`src/rtl/pipe_pkg.sv`:
```
// pipe_pkg -- shared constants and types for the fetch/decode pipeline registers.
//   icode constants   : I_HALT, I_NOP, I_MRMOVQ, I_JXX, I_RET, I_POPQ
//   register constant : RNONE (no register operand)
//   stat_t            : fetch status code (AOK/HLT/ADR/INS)
//   d_bundle_t        : packed contents of the D pipeline register
//   NOP_BUNDLE        : value loaded into D on reset or bubble
//   CNT_MAX           : saturation value of the performance counters
package pipe_pkg;

  localparam logic [3:0] I_HALT   = 4'h0;
  localparam logic [3:0] I_NOP    = 4'h1;
  localparam logic [3:0] I_MRMOVQ = 4'h5;
  localparam logic [3:0] I_JXX    = 4'h7;
  localparam logic [3:0] I_RET    = 4'h9;
  localparam logic [3:0] I_POPQ   = 4'hB;
  localparam logic [3:0] RNONE    = 4'hF;

  typedef enum logic [1:0] {
    STAT_AOK = 2'd0,
    STAT_HLT = 2'd1,
    STAT_ADR = 2'd2,
    STAT_INS = 2'd3
  } stat_t;

  typedef struct packed {
    logic [3:0]  icode;
    logic [3:0]  ifun;
    logic [3:0]  ra;
    logic [3:0]  rb;
    logic [63:0] valc;
    logic [63:0] valp;
    stat_t       stat;
  } d_bundle_t;

  localparam int D_WIDTH = $bits(d_bundle_t);

  localparam d_bundle_t NOP_BUNDLE = '{
    icode: I_NOP,
    ifun:  4'h0,
    ra:    RNONE,
    rb:    RNONE,
    valc:  64'h0,
    valp:  64'h0,
    stat:  STAT_AOK
  };

  localparam logic [31:0] CNT_MAX = 32'hFFFF_FFFF;

endpackage

```
`src/rtl/pipe_reg.sv`:
```
// pipe_reg -- generic pipeline register with stall (hold) and bubble (load constant).
//   clk        : rising-edge clock
//   rst        : asynchronous active-high reset, loads RESET_VAL
//   stall      : hold current value; has priority over bubble
//   bubble     : load bubble_val instead of d
//   bubble_val : value injected on a bubble
//   d / q      : data in / registered data out
module pipe_reg #(
  parameter int               WIDTH     = 64,
  parameter logic [WIDTH-1:0] RESET_VAL = '0
) (
  input  logic             clk,
  input  logic             rst,
  input  logic             stall,
  input  logic             bubble,
  input  logic [WIDTH-1:0] bubble_val,
  input  logic [WIDTH-1:0] d,
  output logic [WIDTH-1:0] q
);

  always_ff @(posedge clk or posedge rst) begin
    if (rst) begin
      q <= RESET_VAL;
    end else if (stall) begin
      q <= q;
    end else if (bubble) begin
      q <= bubble_val;
    end else begin
      q <= d;
    end
  end

endmodule

```
`src/rtl/fd_pipe_reg.sv`:
```
// fd_pipe_reg -- F (predicted PC) and D (fetched instruction) pipeline registers
// with stall/bubble control and optional stall/bubble performance counters.
//   clk, rst                : clock, asynchronous active-high reset
//   F_stall                 : hold F register
//   D_stall, D_bubble       : hold D / inject NOP into D (stall wins)
//   f_predPC, f_icode, f_ifun, f_rA, f_rB, f_valC, f_valP, f_stat : fetch outputs
//   F_predPC                : registered predicted PC
//   D_icode .. D_stat       : registered decode-stage fields
//   stall_cnt, bubble_cnt   : saturating performance counters
// Configuration: define FD_PERF_CNT_EN to build the counters; otherwise both
// counter outputs are constant zero and no counter flops exist.
module fd_pipe_reg
  import pipe_pkg::*;
(
  input  logic        clk,
  input  logic        rst,
  input  logic        F_stall,
  input  logic        D_stall,
  input  logic        D_bubble,
  input  logic [63:0] f_predPC,
  input  logic [3:0]  f_icode,
  input  logic [3:0]  f_ifun,
  input  logic [3:0]  f_rA,
  input  logic [3:0]  f_rB,
  input  logic [63:0] f_valC,
  input  logic [63:0] f_valP,
  input  logic [1:0]  f_stat,
  output logic [63:0] F_predPC,
  output logic [3:0]  D_icode,
  output logic [3:0]  D_ifun,
  output logic [3:0]  D_rA,
  output logic [3:0]  D_rB,
  output logic [63:0] D_valC,
  output logic [63:0] D_valP,
  output logic [1:0]  D_stat,
  output logic [31:0] stall_cnt,
  output logic [31:0] bubble_cnt
);

  d_bundle_t d_in;
  d_bundle_t d_q;

  assign d_in = '{
    icode: f_icode,
    ifun:  f_ifun,
    ra:    f_rA,
    rb:    f_rB,
    valc:  f_valC,
    valp:  f_valP,
    stat:  stat_t'(f_stat)
  };

  // F never bubbles; only its stall input is live.
  pipe_reg #(
    .WIDTH     (64),
    .RESET_VAL (64'h0)
  ) u_f_reg (
    .clk        (clk),
    .rst        (rst),
    .stall      (F_stall),
    .bubble     (1'b0),
    .bubble_val (64'h0),
    .d          (f_predPC),
    .q          (F_predPC)
  );

  pipe_reg #(
    .WIDTH     (D_WIDTH),
    .RESET_VAL (NOP_BUNDLE)
  ) u_d_reg (
    .clk        (clk),
    .rst        (rst),
    .stall      (D_stall),
    .bubble     (D_bubble),
    .bubble_val (NOP_BUNDLE),
    .d          (d_in),
    .q          (d_q)
  );

  assign D_icode = d_q.icode;
  assign D_ifun  = d_q.ifun;
  assign D_rA    = d_q.ra;
  assign D_rB    = d_q.rb;
  assign D_valC  = d_q.valc;
  assign D_valP  = d_q.valp;
  assign D_stat  = d_q.stat;

`ifdef FD_PERF_CNT_EN
  logic [31:0] stall_q;
  logic [31:0] bubble_q;

  // A bubble that coincides with a stall is not applied, so it is not counted.
  always_ff @(posedge clk or posedge rst) begin
    if (rst) begin
      stall_q  <= 32'h0;
      bubble_q <= 32'h0;
    end else begin
      if (D_stall && (stall_q != CNT_MAX)) begin
        stall_q <= stall_q + 32'h1;
      end
      if (D_bubble && !D_stall && (bubble_q != CNT_MAX)) begin
        bubble_q <= bubble_q + 32'h1;
      end
    end
  end

  assign stall_cnt  = stall_q;
  assign bubble_cnt = bubble_q;
`else
  assign stall_cnt  = 32'h0;
  assign bubble_cnt = 32'h0;
`endif

endmodule

```
`config.mk`:
```
export PLATFORM = sky130hd
export DESIGN_NAME = fd_pipe_reg
export DESIGN_NICKNAME = d
export VERILOG_FILES = /design/src/rtl/pipe_pkg.sv /design/src/rtl/pipe_reg.sv /design/src/rtl/fd_pipe_reg.sv
export SDC_FILE = /design/constraint.sdc
export NUM_CORES = 1
export LEC_CHECK = 0
export CORE_AREA = 2 2 191 193
export CTS_BUF_LIST = sky130_fd_sc_hd__clkbuf_8
export DETAILED_ROUTE_END_ITERATION = 8
export DIE_AREA = 0 0 193 195
export PLACE_DENSITY = 0.5
export SLEW_MARGIN = 20
export SYNTH_ARGS = -nofsm -noshare
export SYNTH_HDL_FRONTEND = slang
export SYNTH_SLANG_ARGS = --single-unit
```
`constraint.sdc`:
```
create_clock -name clk -period 8.9 [get_ports clk]
set_input_delay 2.225 -clock clk [delete_from_list [all_inputs] [get_ports clk]]
set_output_delay 2.225 -clock clk [all_outputs]
set_load 0.005 [all_outputs]
```
* After elaboration in Yosys (flattened, before gate mapping) *
Index checks and enable logic that the tools add are counted.

cells by class
  muxes and demuxes = 1

operators by type and width
  operator   number
  $mux W146  1

storage, ports and cells
  register bits after elaboration = 210
  bits of input ports = 215
  logic and storage cells = 3

* Logic depth before layout (Yosys ltp) *
Gate-level depths: netlist of run 1.

  word-level depth = 1
  depth in mapped cells = 5
  mapped depth without buffers = 2

* Hierarchy *
From an unflattened synthesis of run 1, not the netlist that was laid out.

second synthesis, totals
  cells, all modules = 977
  area total of the unflattened synthesis = 10,303.6 um^2

modules (own cells, without submodules)
  module               instances  cells an instance  area an instance (um^2)  seq. area each (um^2)
  pipe_reg at u_d_reg  1          633                6,845.3                  3,664.8
  pipe_reg at u_f_reg  1          278                2,970.3                  1,601.5
  fd_pipe_reg          1          66                 488.0                    0.0

* Worst setup path before layout of run 1 *
No wires, ideal clock.

  kind = input port to flip-flop
  from = input F_stall
  to = register u_f_reg.q[0]
  arrival = 2.908 ns
  data required time = 8.775 ns
  slack = 5.867 ns
  stages = 3
  buffers on the path = 2
  cell sequence = buf_2 buf_4 mux2_2

RTL lines
  element               RTL line           text
  from (decl)           fd_pipe_reg.sv:17  input logic F_stall,
  to (signal assigned)  pipe_reg.sv:25     q <= q;
  to (signal assigned)  pipe_reg.sv:27     q <= bubble_val;
  to (decl)             pipe_reg.sv:18     output logic [WIDTH-1:0] q

No word-level cell between the ends.

* Worst setup path after layout of run 1 *
  from = input D_bubble
  to = register u_d_reg.q[83]

between the ends
  cells in the longest elaborated chain, start to end = 1

ends and longest elaborated chain
  element               RTL line           text
  from (decl)           fd_pipe_reg.sv:19  input logic D_bubble,
  $mux W146             pipe_reg.sv:26     end else if (bubble) begin
  to (signal assigned)  pipe_reg.sv:25
  to (signal assigned)  pipe_reg.sv:27
  to (decl)             pipe_reg.sv:18

Every way passes these cells.
A chain may end at the register's enable or synchronous reset.

==> impl_metrics.ini, run 1 <==
[clock_tree]
clk_latency_ns = 0.52
cts_max_level = 2
postCtsSetupRepairBufs = 0
clkTransAtPathRegs_ns = 0.05
cts.repair.resized = 0
clock-sinks = 210
cts_tree = done
cts_hold_buf = 0
cts_buffers = 39
cts_root_buffer = clkbuf_8
cts_buffer_depth = 3

[timing]
fin_crit_sh_pct = 50.16
fin_crit_ns = 4.464
rsz0062_at_grt = no
finClkSkew_ns = 0
max_freq_mhz = 224.0
final.setup.tns_ns = 0
tightestPinTransition_ns = 0.9243
hold_viol = 0
setup_slack_ns = 4.436
relSlewSlack_pct = 38.38
finalSetupViolations = 0
slew_violations = 0

[status]
run_status = finished, final reports clean

[floorplanning]
dieArea_um2 = 37640
io_pins = 489
die_w_um = 193
num_rows = 69
die_h_um = 195
core_area_um2 = 35400
start_util_pct = 22.77

[power]
p_per_area_nw_per_um2 = 179.8
leakage_nw = 5.751
vdd_drop_max_uv = 92.83

[grt]
grt.overflow.total = 0
grt_pass1_vias = 6174
grt_util_met2_pct = 22.12
busiest_layer = met2
grt_pass1_wl_um = 38000
grt_use_met1_pct = 14.90
grt_util_all_layers_pct = 13.18
antenna_found_initial = 0
grt_max_degree = 84
met3_usage_pct = 6.488

[yosys]
synth_top_area_share_pct = 62.39
yosys-top-cells-count = dfrtp_1, a22o_1, buf_4
yosysWarnings = 0
ys_async_sr_fraction_pct = 100.0
yosysTopAreaCell = dfrtp_1
syn_inst = 547
ys_top_cells_by_area = dfrtp_1, a22o_1, mux2_2
syn_avg_cell_area_um2 = 14.74
synth.most_common_cell = dfrtp_1
seq_area_frac_synth_pct = 65.33
synth_seq_cells = 210
synthDistinctLibCells = 15
synthFlopType = dfrtp_1
syn-cell-area_um2 = 8061
synth_edf_count = 0

[worst_setup_path]
r2r_start = u_d_reg.q[76]
cp-start-kind = primary input
endpoint_kind = flop
path_max_fanout = 83
arrival_ns = 4.91
startpoint = D_bubble
criticalPathCategory = primary input to flop
cp_data_required_time_ns = 9.35

[place]
hpwl_um = 18770
post-place-ws_ns = 3.848
portBuffers = 424
gp_congestion = 0.7083

[routing]
drt_iter0_drc = 127
detail_route.wl_per_cell_um = 18.06
ant_nets = 0
finalWirelength_um = 26430
vias_per_cell = 4.062
num_vias = 5942
drc = 0
firstDrtPassIters = 3

[final_layout]
areaGrowthSynthToFinish_pct = 62.94
layout-drive-gt1-share_pct = 12.87
diodes = 0
nets = 1191

[flow_run]
drv_cap = 0

[hold_path]
hp-start = u_d_reg.q[134]
hold_class = flop to flop
-- stage by stage --
step | cells | cell area (µm²) | hold slack [ns] | util (%) | power (mW)
2_1_floorplan | 610 | 8298 | 0.4752 | - | 1.248
3_3_place_gp | 1396 | 12430 | 0.4745 | 35.11 | 1.528
3_5_place_dp | 1396 | 12430 | 0.4810 | 35.11 | 1.529
4_1_cts | 1463 | 13140 | 0.4909 | 37.11 | 2.419
5_1_grt | 1463 | 13140 | 0.5004 | 37.11 | 2.490
6_report | 1463 | 13140 | 0.4847 | 37.11 | 2.362
-- critical path, stage by stage --
cell,delay (ns)
clkdlybuf4s50_1,0.70
nor2_8,0.77
buf_4,0.83
a22o_1,0.26
-- worst paths after layout --
kind | end | slack [ns] | depth (start not counted)
setup / recovery | u_d_reg.q[83] | 4.44 | 4
hold / removal | u_d_reg.q[134] | 0.48 | 2
setup reg to reg | u_d_reg.q[76] | 8.13 | 1
max in group asynchronous | u_d_reg.q[69] | 5.31 | 3
min in group asynchronous | u_f_reg.q[38] | 2.20 | 2
hold reg to reg | u_d_reg.q[134] | 0.48 | 2
-- area by class of cell --
class	instances	area (µm²)
clock inverter	22	87.58
timing repair buffer	429	4274
clock buffer	45	619.3
sequential	210	5266
multi-input combinational	295	2300
fill	3491	22260
inverter	1	11.26
tap	461	576.8
-- cells in the final DEF, fill, tap and decap left out, types with 6 or more instances in the layout --
master	n
conb_1	64
clkbuf_8	45
inv_1	20
buf_4	6
mux2_2	64
o21ai_0	10
clkdlybuf4s50_1	422
dfrtp_1	201
nor2_1	9
dfstp_2	9
nand2_1	10
a22o_1	136
-- per-layer routing --
metal / vias up / part of all wire, %
li1: 2718 / -
met1: 2872 / 38
met2: 320 / 48
met3: 32 / 13
met4: 0 / 1.6
met5: - / 0
-- where the power goes --
part	switching, mW	total (mW)	internal [mW]
Sequential	0.0451	1.08	1.04
Clock	0.400	0.856	0.456
Combinational	0.141	0.421	0.279
-- logic make-up (layout without fill, tap and decap cells) --
group | count (synthesis) | after routing | synth area share [%]
mux | 64 | 64 | 8.940
flops | 210 | 210 | 65.33
simple gates | 21 | 21 | 1.211
compound gates | 146 | 146 | 15.40
buf+inv | 105 | 497 | 9.079
other cells | 1 | 64 | 0.04652
-- flip-flops by register name, summed over array words and instances, names as in the netlist --
register,flops
u_d_reg.q,146
u_f_reg.q,64
Note: power is estimated with default switching activity, not from simulation.
==> run 2: changes to the inputs <==
--- a/config.mk
+++ b/config.mk
@@ -5,11 +5,11 @@
 export SDC_FILE = /design/constraint.sdc
 export NUM_CORES = 1
 export LEC_CHECK = 0
-export CORE_AREA = 2 2 191 193
+export CORE_AREA = 2 2 190 192
 export CTS_BUF_LIST = sky130_fd_sc_hd__clkbuf_8
 export DETAILED_ROUTE_END_ITERATION = 8
-export DIE_AREA = 0 0 193 195
-export PLACE_DENSITY = 0.5
+export DIE_AREA = 0 0 192 194
+export PLACE_DENSITY = 0.53
 export SLEW_MARGIN = 20
 export SYNTH_ARGS = -nofsm -noshare
 export SYNTH_HDL_FRONTEND = slang
==> constraint.sdc (replaced) <==
create_clock -name clk -period 3.62 [get_ports clk]
set_input_delay 0.905 -clock clk [delete_from_list [all_inputs] [get_ports clk]]
set_output_delay 0.905 -clock clk [all_outputs]
set_load 0.005 [all_outputs]
==> run 2 against run 1 <==
Against the previous run: first-iteration DRC count rose by 13%; combinational power increased to 2.5 times the previous value; clock-buffer cell count rose by 2; via count up 0.66%; highest routed layer unchanged; largest cell class unchanged; total power grew to 2.5 times the previous value; register-to-register slack got worse by 5.3 ns.
==> impl_metrics.ini, run 2 (synthesis gave the netlist of run 1 again) <==
[timing]
finClkSkew_ns = 0
fin_crit_ns = 2.496
max_freq_mhz = 400.6
hold_viol = 0
relSlewSlack_pct = 50.02
fin_crit_sh_pct = 68.96
slew_violations = 0
rsz0062_at_grt = no
tightestPinTransition_ns = 0.7496
finalSetupViolations = 0
setup_slack_ns = 1.124

[routing]
drc = 0
firstDrtPassIters = 4
drt_iter0_drc = 144
finalWirelength_um = 25500
detail_route.wl_per_cell_um = 17.40
num_vias = 5981
ant_nets = 0
vias_per_cell = 4.080

[grt]
grt_use_met1_pct = 15.45
antenna_found_initial = 1
grt_util_met2_pct = 20.59
met3_usage_pct = 6.516
grt_max_degree = 105
busiest_layer = met2
grt_pass1_wl_um = 37820
grt_util_all_layers_pct = 13.06
grt_pass1_vias = 6225
grt.overflow.total = 0

[clock_tree]
postCtsSetupRepairBufs = 0
cts_root_buffer = clkbuf_8
clk_latency_ns = 0.52
cts_buffer_depth = 3
cts_hold_buf = 0
cts_buffers = 38
cts.repair.resized = 0
clkTransAtPathRegs_ns = 0.06
cts_max_level = 2
clock-sinks = 210
cts_tree = done

[final_layout]
multi_input_area_um2 = 2300
ff_latch_area_um2 = 5266
final_common_cell = clkdlybuf4s50_1
stdcell_count = 1466
diodes = 0
layout-drive-gt1-share_pct = 13.83
fill_cells = 3429
nets = 1197
regMostFlops = u_d_reg.q
final_cell_mix = clkdlybuf4s50_1, dfrtp_1, a22o_1
top_regs = u_d_reg.q: 146 flops, u_f_reg.q: 64 flops
largest_reg_flops = 146
areaGrowthSynthToFinish_pct = 65.33

[place]
hpwl_um = 18190
gp_congestion = 0.7177
dp_cells = 1403
portBuffers = 424
post-place-ws_ns = 0.9676

[worst_setup_path]
criticalPathCategory = flop to output pin
startpoint = u_d_reg.q[134]
crit_chain = clkdlybuf4s50_1
critical_path.top_delay_family = flip-flops
cpPeakStageDelay_ns = 0.53
path_max_fanout = 2
cp-start-kind = flop
path_buf_inv = 1
crit_slowest_cell = dfstp_2
r2r_start = u_d_reg.q[97]
arrival_ns = 1.59
cp_data_required_time_ns = 2.71
endpoint_kind = output pin

[power]
leakage_nw = 5.810
vdd_drop_max_uv = 208.5
p_per_area_nw_per_um2 = 444.9

[floorplanning]
num_rows = 69
dieArea_um2 = 37250
die_w_um = 192
die_h_um = 194
start_util_pct = 22.89
core_area_um2 = 35220
io_pins = 489

[flow_run]
drv_cap = 0

[hold_path]
hold_class = flop to flop
hp-start = u_d_reg.q[141]

[status]
run_status = finished, final reports clean
run 2: power by group:
group	internal, mW	switching, mW
Combinational	0.704	0.351
Sequential	2.56	0.111
Clock	1.23	0.978
Total	4.49	1.44
run 2: worst paths after layout:
kind	to	slack [ns]	cells after the start
worst max-delay path	D_rA[0]	1.12	1
worst min-delay path	u_d_reg.q[141]	0.48	2
worst max register to register	u_d_reg.q[97]	2.83	1
worst min register to register	u_d_reg.q[141]	0.48	2
max in group asynchronous	u_d_reg.q[120]	2.00	3
min in group asynchronous	u_d_reg.q[10]	0.77	2
run 2: layer usage:
metal / up-vias / part of all wire, %
met3: 44 / 13
li1: 2733 / -
met4: 0 / 2.5
met2: 341 / 45
met5: - / 0
met1: 2863 / 39
run 2: metrics by stage:
step                      instance area (µm²)  util [%]  hold WS (ns)  TNS, ns  power, mW
after CTS                               13330     37.84        0.4900        0      6.059
after global placement                  12590     35.74        0.4703        0      3.774
after global routing                    13330     37.84        0.5084        0      6.260
final                                   13330     37.84        0.4824        0      5.929
after detailed placement                12590     35.74        0.4749        0      3.778
after floorplan                          8302         -        0.4752   -1.178      3.070
run 2: cell type report:
type | count | share of cell area, %
inverter | 1 | 0.05633
clock inverter | 16 | 0.6853
sequential | 210 | 39.51
timing repair buffer | 436 | 33.31
clock buffer | 47 | 4.854
tap | 461 | 4.328
multi-input combinational | 295 | 17.25
==> patch 1 (config.mk and constraints of run 2) <==
Register the output `F_predPC`; this adds one clock of latency there. The other outputs are not delayed to match. Comments in the files are not updated.
--- a/src/rtl/fd_pipe_reg.sv
+++ b/src/rtl/fd_pipe_reg.sv
@@ -37,6 +37,8 @@
   output logic [31:0] bubble_cnt
 );
 
+  logic [63:0] F_predPC_d;
+
   d_bundle_t d_in;
   d_bundle_t d_q;
 
@@ -61,7 +63,7 @@
     .bubble     (1'b0),
     .bubble_val (64'h0),
     .d          (f_predPC),
-    .q          (F_predPC)
+    .q          (F_predPC_d)
   );
 
   pipe_reg #(
@@ -111,5 +113,9 @@
   assign bubble_cnt = 32'h0;
 `endif
 
+  always_ff @(posedge clk) begin
+      F_predPC <= F_predPC_d;
+  end
+
 endmodule
 
Check against the original RTL: not equivalent (a bounded check fails within 4 cycles, from zero or initial values and one cycle with rst high).
==> patch 1 against run 2 <==
- utilization up 4.3 points
- critical path depth unchanged
- maximum frequency down 1.1%
- register-to-register slack worse by 0.02 ns
- cell area up 11%
- die area unchanged
- clock skew up 0.012 ns
- synthesized area up 16%
- routed wire length up 4.4%
- setup slack worse by 0.027 ns
- total power up 25%
- via count up 7.0%
- sequential cell count up 64
- non-clock buffer count down 1
- largest cell class unchanged
==> patch 1: results (changes against run 2) <==
INFO  metric finalNetCount = 1271 (+6.2%)
INFO  metric gr-usage-met2 = 0.220 (+0.0142)
INFO  metric clock_skew = 0.0119 ns (+0.0119 ns)
INFO  metric groute.layer.met3.usage = 0.0630 (-0.00217)
INFO  metric outcome = finished clean
INFO  metric critical-path-max-stage-delay = between 0.5 and 0.6 ns
INFO  metric insertedDiodeCount = 0 (unchanged)
INFO  metric yosysTopAreaCell = dfrtp_1
INFO  metric critical_path_arrival = 1.62 ns (+0.03 ns)
INFO  metric stdcell_count = 1557 (+6.2%)
INFO  metric grt.met1_usage = 0.161 (+0.00648)
INFO  metric count_of_placed_standard_cells_including_taps = 1466 (+4.5%)
INFO  metric post_cts_buffers = 0 (unchanged)
INFO  metric grt_pass1_vias = 6735 (+8.2%)
INFO  metric drt_pass_1_iters = 4 (unchanged)
INFO  metric cts-resized-gates = 0 (unchanged)
INFO  metric share_of_layout_cells_above_drive_strength_1 = 0.148 (+0.00950)
INFO  metric clock_tree_root = clkbuf_8
INFO  metric cp_top_family = flip-flops
INFO  metric grt_use_total = 0.136 (+0.00543)
INFO  metric pg_comb = ~1.1 mW
INFO  metric post_dp_cell_area = 13800 sq um (+9.7%)
INFO  metric slew_headroom = 0.521 (+0.0205)
INFO  metric largestRegisters = u_d_reg.q: 146 flops, F_predPC: 64 flops, u_f_reg.q: 64 flops
INFO  metric power.net_switching = 1.74 mW (+21%)
INFO  metric antenna_found_initial = 1 (unchanged)
INFO  metric grt_pass1_wl = 39.5 mm (+4.5%)
INFO  metric yosysUniqueCellTypes = 16 (+1)
INFO  metric dp_hpwl = 18.5 mm (+1.5%)
INFO  metric synth-async-reset-ratio = 0.766 (-0.234)
INFO  metric syn_avg_cell_area = 15.3 sq um (+3.8%)
INFO  metric place.gp.congestion = 0.727 (+1.3%)
INFO  metric ys_seq_area_frac = 0.701 (+0.0475)
INFO  metric routed_via_density = 4.11 (+0.78%)
INFO  metric drt_iter0_markers = 131 (-9.0%)
INFO  metric ir_drop_worst_case_vdd = 0.274 mV (+32%)
INFO  metric worstPathMaxFanout = 2 (unchanged)
INFO  metric seq_power = 3.46 mW (+30%)
INFO  metric hp-class = reg2reg
INFO  metric power_leakage = 6.50 nW (+12%)
INFO  metric crit_slowest_cell = dfstp_2
INFO  metric synth.area.top_cells = dfrtp_1 54%, dfxtp_1 14%, a22o_1 13%
INFO  metric skew_pair_late_insertion_delay = 0.56 ns (+0.04 ns)
INFO  metric cts-buffers-inserted = 49 (+29%)
INFO  metric grt_start_max_net_pins = 157 (+50%)
INFO  metric clk_path_buf_depth = 3 (unchanged)
INFO  metric route.final.wire_length = 26.6 mm (+4.4%)
INFO  metric top_post_synthesis_cells_by_count = 201 x dfrtp_1, 136 x a22o_1, 71 x buf_4, 64 x dfxtp_1, 64 x mux2_2
==> patch 1: final timing paths <==
| path | slack (ns) | from | end | cells after the start |
|---|---|---|---|---|
| setup / recovery | 1.10 | u_d_reg.q[132] | D_rB[2] | 1 |
| hold / removal | 0.36 | u_f_reg.q[28] | F_predPC[28] | 0 |
| setup reg to reg | 2.81 | u_f_reg.q[62] | u_f_reg.q[62] | 1 |
| hold reg to reg | 0.36 | u_f_reg.q[28] | F_predPC[28] | 0 |
| max in group asynchronous | 2.14 | rst | u_f_reg.q[60] | 3 |
| min in group asynchronous | 0.64 | rst | u_f_reg.q[56] | 2 |
==> patch 1: final cells by class <==
class	count	area, sq um
Tap cell	461	577
Multi-Input combinational cell	295	2300
Sequential cell	274	6550
Inverter	1	7.51
Fill cell	3361	20400
Clock buffer	66	908
Timing Repair Buffer	435	4380
Clock inverter	25	116
==> patch 1: per-layer routing <==
layer  routed length, um  vias to the layer above  part of all wire
met5                   0                        -                 0
met4                 492                        0             0.018
met3                3140                       37              0.12
met2               12200                      336              0.46
met1               10800                     3078              0.40
li1                    -                     2951                 -
==> patch 1: cell families (layout without fill, tap and decap cells) <==
group                  after synthesis  count (layout)  synth area share
flip-flops                         274             274             0.701
AO/OA/AOI/OAI                      146             146             0.133
buffers and inverters              105             527            0.0783
multiplexers                        64              64            0.0771
AND/OR/NAND/NOR                     21              21            0.0104
other                                1              64          0.000401
==> patch 1: through the flow <==
step	utilization	power, mW	worst slack [ns]
floorplan	-	3.87	-0.00586
global placement	0.392	4.57	1.21
detailed placement	0.392	4.58	1.17
CTS	0.421	7.55	1.05
global route	0.421	7.79	1.00
finish	0.421	7.41	1.10
==> patch 2 (config.mk and constraints of run 2) <==
Without the edit above. The option `FD_PERF_CNT_EN` is turned on by a define.
--- a/src/rtl/fd_pipe_reg.sv
+++ b/src/rtl/fd_pipe_reg.sv
@@ -9,6 +9,8 @@
 //   stall_cnt, bubble_cnt   : saturating performance counters
 // Configuration: define FD_PERF_CNT_EN to build the counters; otherwise both
 // counter outputs are constant zero and no counter flops exist.
+`define FD_PERF_CNT_EN
+
 module fd_pipe_reg
   import pipe_pkg::*;
 (
Function: changed (Yosys sat finds a counterexample within 4 cycles, from zero or initial values and one cycle with rst high).
==> patch 2 against run 2 <==
- routed wire length increased by 43%
- first-iteration DRC count grew 130%
- total power increased by 31%
- sequential power up 34%
- cell area up 28%
- sequential cell count increased by 64
- critical path depth stayed put
- setup slack lost 0.074 ns
- synthesized area increased by 32%
- largest power group unchanged
==> patch 2: results (changes against run 2) <==
INFO  metric outcome = finished clean
INFO  metric dpl_worst_slack = 0.530 ns (-0.438 ns)
INFO  metric critical_path_arrival = 1.67 ns (+0.08 ns)
INFO  metric worst_slew_pin_tran = 0.772 ns (+0.0222 ns)
INFO  metric endpoint = D_rB[1]
INFO  metric power.switching_fraction = 0.263 (+0.0198)
INFO  metric synth.area.top_cells = dfrtp_1 62%, a22o_1 11%, mux2_2 6.9%
INFO  metric grt_start_max_net_pins = 87 (-17%)
INFO  metric grt_pass1_vias = 8835 (+42%)
INFO  metric critical_path.startpoint = u_d_reg.q[131]
INFO  metric drt_iter0_markers = 332 (+130%)
INFO  metric r2r_slack = 1.06 ns (-1.77 ns)
INFO  metric cp_top_family = buffers and inverters
INFO  metric cells_after_synthesis = 782 (+43%)
INFO  metric hold_path_end = u_d_reg.q[132]
INFO  metric grt_pass1_wl = 54.6 mm (+44%)
INFO  metric hp-start = u_d_reg.q[132]
INFO  metric share_of_layout_cells_above_drive_strength_1 = 0.127 (-0.0118)
INFO  metric vias = 8365 (+40%)
INFO  metric ys_seq_area_frac = 0.647 (-0.00606)
INFO  metric count_of_placed_standard_cells_including_taps = 1702 (+21%)
INFO  metric critical-path-max-stage-delay = 0.58 ns (+0.05 ns)
INFO  metric place.gp.congestion = 0.771 (+7.4%)
INFO  metric cts-buffers-inserted = 49 (+29%)
INFO  metric filler_cell_count = 3303 (-3.7%)
INFO  metric finalNetCount = 1509 (+26%)
INFO  metric worst_reg2reg_path_length_in_cells = 6 (+5)
INFO  metric crit_slowest_cell = clkdlybuf4s50_1
INFO  metric yosysUniqueCellTypes = 42 (+27)
INFO  metric routed_via_density = 4.67 (+14%)
INFO  metric post_dp_cell_area = 16100 sq um (+28%)
INFO  metric r2r_end = bubble_cnt[17]
INFO  metric placement.io_buffers = 488 (+15%)
INFO  metric final.hold.worst_slack = 0.490 ns (+0.00718 ns)
INFO  metric top_post_synthesis_cells_by_count = 265 x dfrtp_1, 136 x a22o_1, 65 x mux2_2, 47 x xor2_1, 39 x clkbuf_1
INFO  metric grt_use_total = 0.192 (+0.0612)
INFO  metric ir_drop_worst_case_vdd = 0.219 mV (+4.9%)
patch 2: changes by cell type in the layout (fill, tap and decap cells not counted), moves of 14 or more:
| cell | change |
|---|---|
| conb_1 | -64 |
| nand2_1 | +27 |
| nor4_1 | +14 |
| xor2_1 | +47 |
| nor3_1 | +26 |
| dfrtp_1 | +64 |
| clkdlybuf4s50_1 | +64 |
| inv_1 | +14 |
| nor2_1 | +18 |
| nand3_1 | +21 |
patch 2: power by group through the flow:
stage	Clock [mW]	Sequential, mW	Combinational, mW
4_1_cts	2.87	3.58	1.46
5_1_grt	3.02	3.62	1.54
2_1_floorplan	0	3.62	0.450
3_5_place_dp	0	3.63	1.46
3_3_place_gp	0	3.63	1.44
6_report	2.76	3.58	1.43
patch 2: cell families (layout without fill, tap and decap cells):
| kind of cell | after synthesis | after routing | share of synthesized area |
|---|---|---|---|
| AOI/OAI and AO/OA | 156 | 156 | 0.127 |
| muxes | 67 | 67 | 0.0710 |
| and+or+nand+nor | 171 | 171 | 0.0841 |
| buffers and inverters | 53 | 599 | 0.0196 |
| other | 0 | 4 | 0 |
| xor gates and xnor gates | 59 | 59 | 0.0487 |
| adders and majority gates | 2 | 2 | 0.00236 |
| DFF | 274 | 274 | 0.647 |
patch 2: final cells by class:
cell class,instances,area [sq um],area share
well taps,461,577,0.0339
multi-input cells,455,3540,0.208
clock buffers,59,812,0.0477
diodes,4,10.0,0.000588
flip-flops and latches,274,6870,0.403
inverters,8,33.8,0.00198
clock inverters,28,121,0.00712
repair buffers,504,5070,0.298
patch 2: routing by layer:
layer,GRT usage,vias to the layer above,share of wire
met5,0,-,0
met4,0.0650,0,0.023
met3,0.0624,61,0.091
met2,0.327,352,0.50
met1,0.227,4067,0.39
li1,-,3885,-
